===== config.mk =====
export PLATFORM = sky130hd
export DESIGN_NAME = dual_issue_queue
export DESIGN_NICKNAME = d
export VERILOG_FILES = /design/src/rtl/dual_issue_queue.sv
export SDC_FILE = /design/constraint.sdc
export NUM_CORES = 1
export LEC_CHECK = 0
export CAP_MARGIN = 20
export CORE_MARGIN = 2
export CORE_UTILIZATION = 40
export DETAILED_ROUTE_END_ITERATION = 6
export HOLD_SLACK_MARGIN = 0.02
export PLACE_DENSITY_LB_ADDON = 0.15
export SLEW_MARGIN = 20
export SYNTH_ARGS = -nofsm -noshare
export SYNTH_HDL_FRONTEND = slang
export SYNTH_SLANG_ARGS = --single-unit
export TNS_END_PERCENT = 20

===== constraint.sdc =====
create_clock -name clk -period 9.95 [get_ports clk]
set_clock_uncertainty 0.2 [all_clocks]
set_input_delay 1.99 -clock clk [delete_from_list [all_inputs] [get_ports clk]]
set_output_delay 1.99 -clock clk [all_outputs]
set_load 0.02 [all_outputs]

===== src/rtl/dual_issue_queue.sv =====
// dual_issue_queue
//   Instruction buffer and dual-issue steering stage between fetch and the
//   even/odd execution pipes. Fetched pairs are queued in a circular FIFO;
//   the head pair is steered into the pipe slots it is tagged for. When
//   both instructions of a pair target the same pipe, the pair issues over
//   two cycles (a, then b). Unused slots carry the all-zero nop.
//
//   Build option: define DUAL_ISSUE_EN to let cross-pipe pairs issue in one
//   cycle. Without it every pair takes the two-cycle split path; the pipe
//   tags still pick the slot each instruction lands in.
//
//   Ports
//     clk, reset            clock, synchronous active-high reset
//     fetch_valid/ready     pair handshake from fetch
//     fetch_instr_a/b       instruction pair (a is older)
//     fetch_pipe_a/b        target pipe per instruction (0 even, 1 odd)
//     fetch_pc              PC of a; b sits at fetch_pc+1
//     stall                 downstream hold
//     flush                 discard everything (branch taken)
//     issue_valid           issue registers hold a real instruction
//     instr_even/odd        issue registers per pipe
//     issue_pc              PC of the oldest instruction being issued
module dual_issue_queue #(
  parameter int DEPTH = 4,
  parameter int PC_W  = 8
) (
  input  logic            clk,
  input  logic            reset,
  input  logic            fetch_valid,
  output logic            fetch_ready,
  input  logic [0:31]     fetch_instr_a,
  input  logic [0:31]     fetch_instr_b,
  input  logic            fetch_pipe_a,
  input  logic            fetch_pipe_b,
  input  logic [PC_W-1:0] fetch_pc,
  input  logic            stall,
  input  logic            flush,
  output logic            issue_valid,
  output logic [0:31]     instr_even,
  output logic [0:31]     instr_odd,
  output logic [PC_W-1:0] issue_pc
);

  localparam int PTR_W = $clog2(DEPTH);
  localparam int CNT_W = $clog2(DEPTH + 1);

`ifdef DUAL_ISSUE_EN
  localparam bit DUAL = 1'b1;
`else
  localparam bit DUAL = 1'b0;
`endif

  // Entry storage; contents are only meaningful below count, so no reset.
  logic [0:31]     mem_a_q  [DEPTH];
  logic [0:31]     mem_b_q  [DEPTH];
  logic            mem_pa_q [DEPTH];
  logic            mem_pb_q [DEPTH];
  logic [PC_W-1:0] mem_pc_q [DEPTH];

  logic [PTR_W-1:0] head_q, head_d, tail_q, tail_d;
  logic [CNT_W-1:0] count_q, count_d;
  logic             a_done_q, a_done_d;
  logic             valid_q, valid_d;
  logic [0:31]      even_q, even_d, odd_q, odd_d;
  logic [PC_W-1:0]  pc_q, pc_d;

  logic            push, issue, pop, pair_dual;
  logic [0:31]     h_a, h_b, cur_instr;
  logic            h_pa, h_pb, cur_pipe;
  logic [PC_W-1:0] h_pc, cur_pc;

  assign fetch_ready = (count_q != CNT_W'(DEPTH));

  assign h_a  = mem_a_q[head_q];
  assign h_b  = mem_b_q[head_q];
  assign h_pa = mem_pa_q[head_q];
  assign h_pb = mem_pb_q[head_q];
  assign h_pc = mem_pc_q[head_q];

  // On the split path the head slot being issued is a first, then b.
  assign cur_instr = a_done_q ? h_b  : h_a;
  assign cur_pipe  = a_done_q ? h_pb : h_pa;
  assign cur_pc    = a_done_q ? PC_W'(h_pc + 1'b1) : h_pc;

  assign push      = fetch_valid && fetch_ready && !flush;
  assign issue     = !stall && !flush && (count_q != '0);
  assign pair_dual = DUAL && !a_done_q && (h_pa != h_pb);
  // An entry leaves the queue once its last instruction has issued.
  assign pop       = issue && (a_done_q || pair_dual);

  always_comb begin
    head_d   = head_q;
    tail_d   = tail_q;
    count_d  = count_q;
    a_done_d = a_done_q;
    valid_d  = valid_q;
    even_d   = even_q;
    odd_d    = odd_q;
    pc_d     = pc_q;
    if (flush) begin
      head_d   = '0;
      tail_d   = '0;
      count_d  = '0;
      a_done_d = 1'b0;
      valid_d  = 1'b0;
      even_d   = '0;
      odd_d    = '0;
      pc_d     = '0;
    end else begin
      if (push) tail_d = tail_q + 1'b1;
      if (pop)  head_d = head_q + 1'b1;
      count_d = count_q + CNT_W'(push) - CNT_W'(pop);
      if (!stall) begin
        if (count_q == '0) begin
          // Empty: bubble of nops, PC left as last issued.
          valid_d = 1'b0;
          even_d  = '0;
          odd_d   = '0;
        end else if (pair_dual) begin
          valid_d = 1'b1;
          even_d  = h_pa ? h_b : h_a;
          odd_d   = h_pa ? h_a : h_b;
          pc_d    = h_pc;
        end else begin
          valid_d  = 1'b1;
          even_d   = cur_pipe ? '0 : cur_instr;
          odd_d    = cur_pipe ? cur_instr : '0;
          pc_d     = cur_pc;
          a_done_d = !a_done_q;
        end
      end
    end
  end

  always_ff @(posedge clk) begin
    if (push) begin
      mem_a_q[tail_q]  <= fetch_instr_a;
      mem_b_q[tail_q]  <= fetch_instr_b;
      mem_pa_q[tail_q] <= fetch_pipe_a;
      mem_pb_q[tail_q] <= fetch_pipe_b;
      mem_pc_q[tail_q] <= fetch_pc;
    end
  end

  always_ff @(posedge clk) begin
    if (reset) begin
      head_q   <= '0;
      tail_q   <= '0;
      count_q  <= '0;
      a_done_q <= 1'b0;
      valid_q  <= 1'b0;
      even_q   <= '0;
      odd_q    <= '0;
      pc_q     <= '0;
    end else begin
      head_q   <= head_d;
      tail_q   <= tail_d;
      count_q  <= count_d;
      a_done_q <= a_done_d;
      valid_q  <= valid_d;
      even_q   <= even_d;
      odd_q    <= odd_d;
      pc_q     <= pc_d;
    end
  end

  assign issue_valid = valid_q;
  assign instr_even  = even_q;
  assign instr_odd   = odd_q;
  assign issue_pc    = pc_q;

endmodule


---- Word level (Yosys, flattened, before mapping) ----
Memories as Yosys holds them, arrays and structs flattened. A register that Yosys moved wholly into a read port is not among the register bits.
Index checks and enable logic that the tools add are counted.
word-level totals
  register bits ........................... 81
  memory bits (writable) .................. 296
  input bits .............................. 79
  output and inout bits ................... 74
  word-level logic and storage cells ...... 53
  memories kept ........................... 5
cells by class
  add/subtract/negate cells ............... 5
  equal/unequal tests ..................... 1
  multiplexer cells ....................... 20
  bitwise gates (word level) .............. 2
  reduce and logical (&&, ||, !) cells .... 12
memory list
  memory    words  bits a word  read ports  clocked after Yosys merged registers in  write ports  line  source
  mem_a_q   4      32           1           1                                        1            54    logic [0:31] mem_a_q [DEPTH];
  mem_b_q   4      32           1           1                                        1            55    logic [0:31] mem_b_q [DEPTH];
  mem_pc_q  4      8            1           1                                        1            58    logic [PC_W-1:0] mem_pc_q [DEPTH];
  mem_pa_q  4      1            1           1                                        1            56    logic mem_pa_q [DEPTH];
  mem_pb_q  4      1            1           1                                        1            57    logic mem_pb_q [DEPTH];
operator list
  kind                                                            number
  32-bit 2-to-1 mux                                               5
  2-bit 2-to-1 mux                                                10
  8-bit by 1-bit adder with 8-bit output (second input constant)  1
  8-bit 2-to-1 mux                                                1
  1-bit logical AND                                               5
  2-bit by 1-bit adder with 2-bit output (second input constant)  2
  1-bit 2-to-1 mux                                                4
  3-bit by 1-bit adder with 3-bit output                          1
  1-bit logical NOT                                               3
  3-bit logical NOT                                               1
  3-bit inequality test (second input constant)                   1
  3-bit nonzero test                                              1
  3-bit by 1-bit subtractor with 3-bit output                     1
  1-bit inverter                                                  2
  2-bit AND reduction                                             1
  2-bit OR reduction                                              1

---- Depth between registers and ports, before layout ----
  depth after elaboration ................. 6
  mapped depth ............................ 12
  depth with buffers taken out ............ 12

---- Worst setup path after synthesis ----
No wires, ideal clock.
  kind .................................... input to register
  from .................................... input port fetch_valid
  to ...................................... memory mem_a_q[0][0] (netlist bit) (enable)
  library setup time ...................... 0.440 ns
  arrival ................................. 4.016 ns
  data required time ...................... 9.310 ns
  slack ................................... 5.294 ns
  stages .................................. 3
  buffers on the path ..................... 0
  cell sequence ........................... nand2_1 nor2_1 and2_1
on the way
  word-level cells in the longest chain between the ends .. 4
ends and longest elaborated chain
  what                                    line  source
  from (decl)                             29    input logic fetch_valid,
  1-bit logical AND (2 in series)         85    assign push = fetch_valid && fetch_ready && !flush;
  1-bit 2-to-1 mux                        136   if (push) begin
  1-bit 2-to-1 mux (implied by the code)  137   mem_a_q[tail_q] <= fetch_instr_a;
  to (decl)                               54
No other way between the ends.

---- Final worst setup path ----
  from .................................... input port fetch_valid
  to ...................................... memory mem_a_q[2][10] (netlist bit) (enable)
Same word-level chain as after synthesis.

==> out/summary.json <==
{
  "synthesis": {
    "main_combinational_cell_family_by_area_after_synthesis": "multiplexers",
    "synth_sequential_area_ratio": 0.745,
    "synthFlopType": "sky130_fd_sc_hd__edfxtp_1",
    "synth_simple_gate_area_frac": 0.0308,
    "post-synth-top-area-cell": "sky130_fd_sc_hd__edfxtp_1",
    "synth_top_cells_by_area": "sky130_fd_sc_hd__edfxtp_1, sky130_fd_sc_hd__dfxtp_1, sky130_fd_sc_hd__mux4_2",
    "synth.top_cell.area_share": 0.628,
    "syn_avg_cell_area_sq_um": 19.0,
    "yosys.cell_types.count": 30,
    "synthXorXnorAreaFrac": 0.00804,
    "postSynth.asyncResetShare": 0,
    "synth-compound-area-share": 0.0412,
    "synth.mux.area_fraction": 0.148,
    "arithmetic_cell_share_of_the_synthesized_area_counting_full_adders_half_adders_and_majority_gates": 0.00760,
    "syn-instance-count": 744,
    "ys_seq_elements": 379,
    "most_frequent_cells_after_synthesis": "sky130_fd_sc_hd__edfxtp_1, sky130_fd_sc_hd__dfxtp_1, sky130_fd_sc_hd__nor2_1",
    "synth.most_common_cell": "sky130_fd_sc_hd__edfxtp_1",
    "syn-num-nets": 831,
    "mappedNetlistArea_sq_um": 14200,
    "synth_edf_count": 296,
    "ys_warn_count": 0
  },
  "route": {
    "detail_route.iter0.violations": 489,
    "drt-wirelength-per-cell_um": 20.8,
    "drt_pre_antenna_iters": 4,
    "detailed_route_wl_um": 29000,
    "antenna_violating_nets_post_route": 0,
    "remaining_drc_errors": 0,
    "via_count": 7180,
    "vias_per_cell": 5.16
  },
  "place": {
    "globalplace.congestion": 0.674,
    "place_hpwl_um": 16900,
    "postPlaceCellArea_sq_um": 16100,
    "port_buffers": 152
  },
  "clock_network": {
    "clk_path_buf_depth": 3,
    "clk_latency_ns": 0.52,
    "clkTransAtPathRegs_ns": 0.06,
    "ctsHoldBuffers": 0,
    "cts_tree": "done",
    "clock_tree_root_buffer_cell": "sky130_fd_sc_hd__clkbuf_16",
    "htree_levels": 2,
    "sink_count_of_the_clock_tree": 379,
    "postCtsResizedCells": 0,
    "postCtsSetupBuffers": 0,
    "numCtsBuffers": 41
  },
  "pwr": {
    "power.combinational.fraction": 0.034,
    "power.static_leakage_nw": 5.43,
    "power_per_cell_area_nw_per_um2": 191,
    "switching_share": 0.194,
    "pwr-share-seq": 0.523,
    "power_switching_mw": 0.644,
    "power_frac_clock": 0.443,
    "p_int_mw": 2.68,
    "worst_ir_drop_vdd_mv": 0.108
  },
  "global_routing": {
    "initial_antenna_violation_count": 2,
    "number_of_global_route_vias_before_repair": 7460,
    "overflow": 0,
    "grt_max_degree": 76,
    "first_pass_grt_wire_length_um": 44200,
    "grtUsageTotal": 0.160
  },
  "worst_setup_path": {
    "cp_data_required_time_ns": 9.89,
    "critPathCaptureType": "flip-flop",
    "setup.worst_path.class": "in2reg",
    "worst_ep_arrival_time_ns": 4.06,
    "worst-path-max-fanout": 56,
    "rr_worst_depth": 7,
    "worst_setup_path_start_kind": "input pin"
  },
  "sta": {
    "setup_repair_after_global_routing_missed_its_margin": "no",
    "maxClockFrequency_ghz": 0.243,
    "slew_viol_final": 0,
    "worst_slew_pin_slew_ns": 1.06,
    "hold_viol": 0,
    "finalCritPeriodShare": 0.414,
    "final-setup-viol-count": 0,
    "setup_tns_ns": 0,
    "max_slew_headroom": 0.290,
    "period_minus_slack_ns": 4.12
  },
  "floorplan": {
    "boundaryPins": 153,
    "die-height_um": 192,
    "num_rows": 68,
    "design.die.area_sq_um": 36900,
    "core_sq_um": 34700,
    "die_boundary_width_um": 192,
    "floorplan.initialDensity": 0.408
  },
  "final_layout": {
    "finalCoreUtilization": 0.502,
    "synthToLayoutAreaGrowth_pct": 23.0,
    "fillers": 2872,
    "layout-drive-gt1-share": 0.191,
    "num_antenna_cells": 0,
    "final_net_count": 991,
    "finish.instance_area_sq_um": 17400
  },
  "min_path": {
    "whs_path_depth": 2,
    "min_path_type": "reg2reg"
  },
  "job": {
    "timing.max_cap.violations": 0
  },
  "run_status": {
    "outcome": "finished clean"
  }
}
==> layer usage <==
layer,part of all wire,wire (um),track usage
met4,0.019,538,0.0420
met5,0.00079,23,0
met3,0.045,1290,0.0311
met1,0.45,12900,0.212
met2,0.49,14200,0.270
==> critical path, stage by stage <==
cell	delay, ns
sky130_fd_sc_hd__clkdlybuf4s50_1	0.48
sky130_fd_sc_hd__nand2_1	0.10
sky130_fd_sc_hd__nor2_1	0.27
sky130_fd_sc_hd__and2_4	0.40
sky130_fd_sc_hd__buf_4	0.75
==> power by group through the flow <==
stage	Combinational, mW	Clock, mW	Sequential, mW
2_1_floorplan	0.0475	0	1.77
3_3_place_gp	0.114	0	1.77
3_5_place_dp	0.115	0	1.77
4_1_cts	0.115	1.51	1.74
5_1_grt	0.123	1.57	1.74
6_report	0.113	1.47	1.74
==> flip-flops by register name, indices dropped and copies added (netlist names), 3 cells and up, named ones only <==
signal      flops
mem_b_q       128
issue_pc        8
instr_even     32
mem_pb_q        4
instr_odd      32
mem_pa_q        4
count_q         3
mem_pc_q       32
mem_a_q       128
==> area by class of cell <==
type                    count  area [sq um]  share of cell area
flip-flops and latches    379         10600               0.606
inverters                   7          26.3             0.00151
multi-input cells         313          3350               0.192
clock buffers              60          1170              0.0672
well taps                 455           569              0.0327
repair buffers            162          1590              0.0914
clock inverters            15           153             0.00876
==> per-stage QoR <==
stage | power (mW) | setup WS (ns) | hold WS [ns] | cells
finish | 3.32 | 5.83 | 0.300 | 1391
global route | 3.43 | 5.60 | 0.336 | 1391
CTS | 3.36 | 5.81 | 0.301 | 1391
detailed placement | 1.88 | 5.27 | 0.293 | 1316
global placement | 1.88 | 5.27 | 0.290 | 1316
floorplan | 1.82 | 5.29 | 0.269 | 744
==> cells by family after synthesis <==
group                      after synthesis
DFF                                    379
muxes                                  108
and+or+nand+nor                        105
AOI/OAI and AO/OA                       79
buffers and inverters                   52
xor gates and xnor gates                13
adders and majority gates                8
==> worst paths after layout <==
check	startpoint	end	slack, ns
setup / recovery	fetch_valid	mem_a_q[2][10]$_DFFE_PP_	5.83
hold / removal	issue_pc[2]$_SDFFE_PP0P_	issue_pc[2]$_SDFFE_PP0P_	0.30
setup reg to reg	flip-flop	issue_pc[6]$_SDFFE_PP0P_	6.67
hold reg to reg	issue_pc[2]$_SDFFE_PP0P_	issue_pc[2]$_SDFFE_PP0P_	0.30
==> placed cells by master, fill, tap and decap left out, types with 6 or more instances in the layout <==
| cell type | synthesis | routed |
|---|---|---|
| sky130_fd_sc_hd__clkinv_2 | 0 | 7 |
| sky130_fd_sc_hd__clkbuf_1 | 24 | 14 |
| sky130_fd_sc_hd__edfxtp_1 | 296 | 296 |
| sky130_fd_sc_hd__a22oi_1 | 60 | 60 |
| sky130_fd_sc_hd__inv_1 | 7 | 7 |
| sky130_fd_sc_hd__xnor2_1 | 8 | 8 |
| sky130_fd_sc_hd__mux4_2 | 63 | 63 |
| sky130_fd_sc_hd__clkdlybuf4s50_1 | 0 | 151 |
| sky130_fd_sc_hd__mux2_2 | 32 | 32 |
| sky130_fd_sc_hd__buf_4 | 2 | 10 |
| sky130_fd_sc_hd__nand2_1 | 6 | 6 |
| sky130_fd_sc_hd__ha_1 | 7 | 7 |
| sky130_fd_sc_hd__mux4_1 | 11 | 11 |
| sky130_fd_sc_hd__nor2_1 | 81 | 80 |
| sky130_fd_sc_hd__clkbuf_16 | 0 | 43 |
| sky130_fd_sc_hd__dfxtp_1 | 83 | 80 |
| sky130_fd_sc_hd__a21oi_1 | 7 | 7 |
Note: power is estimated with default switching activity, not from simulation.
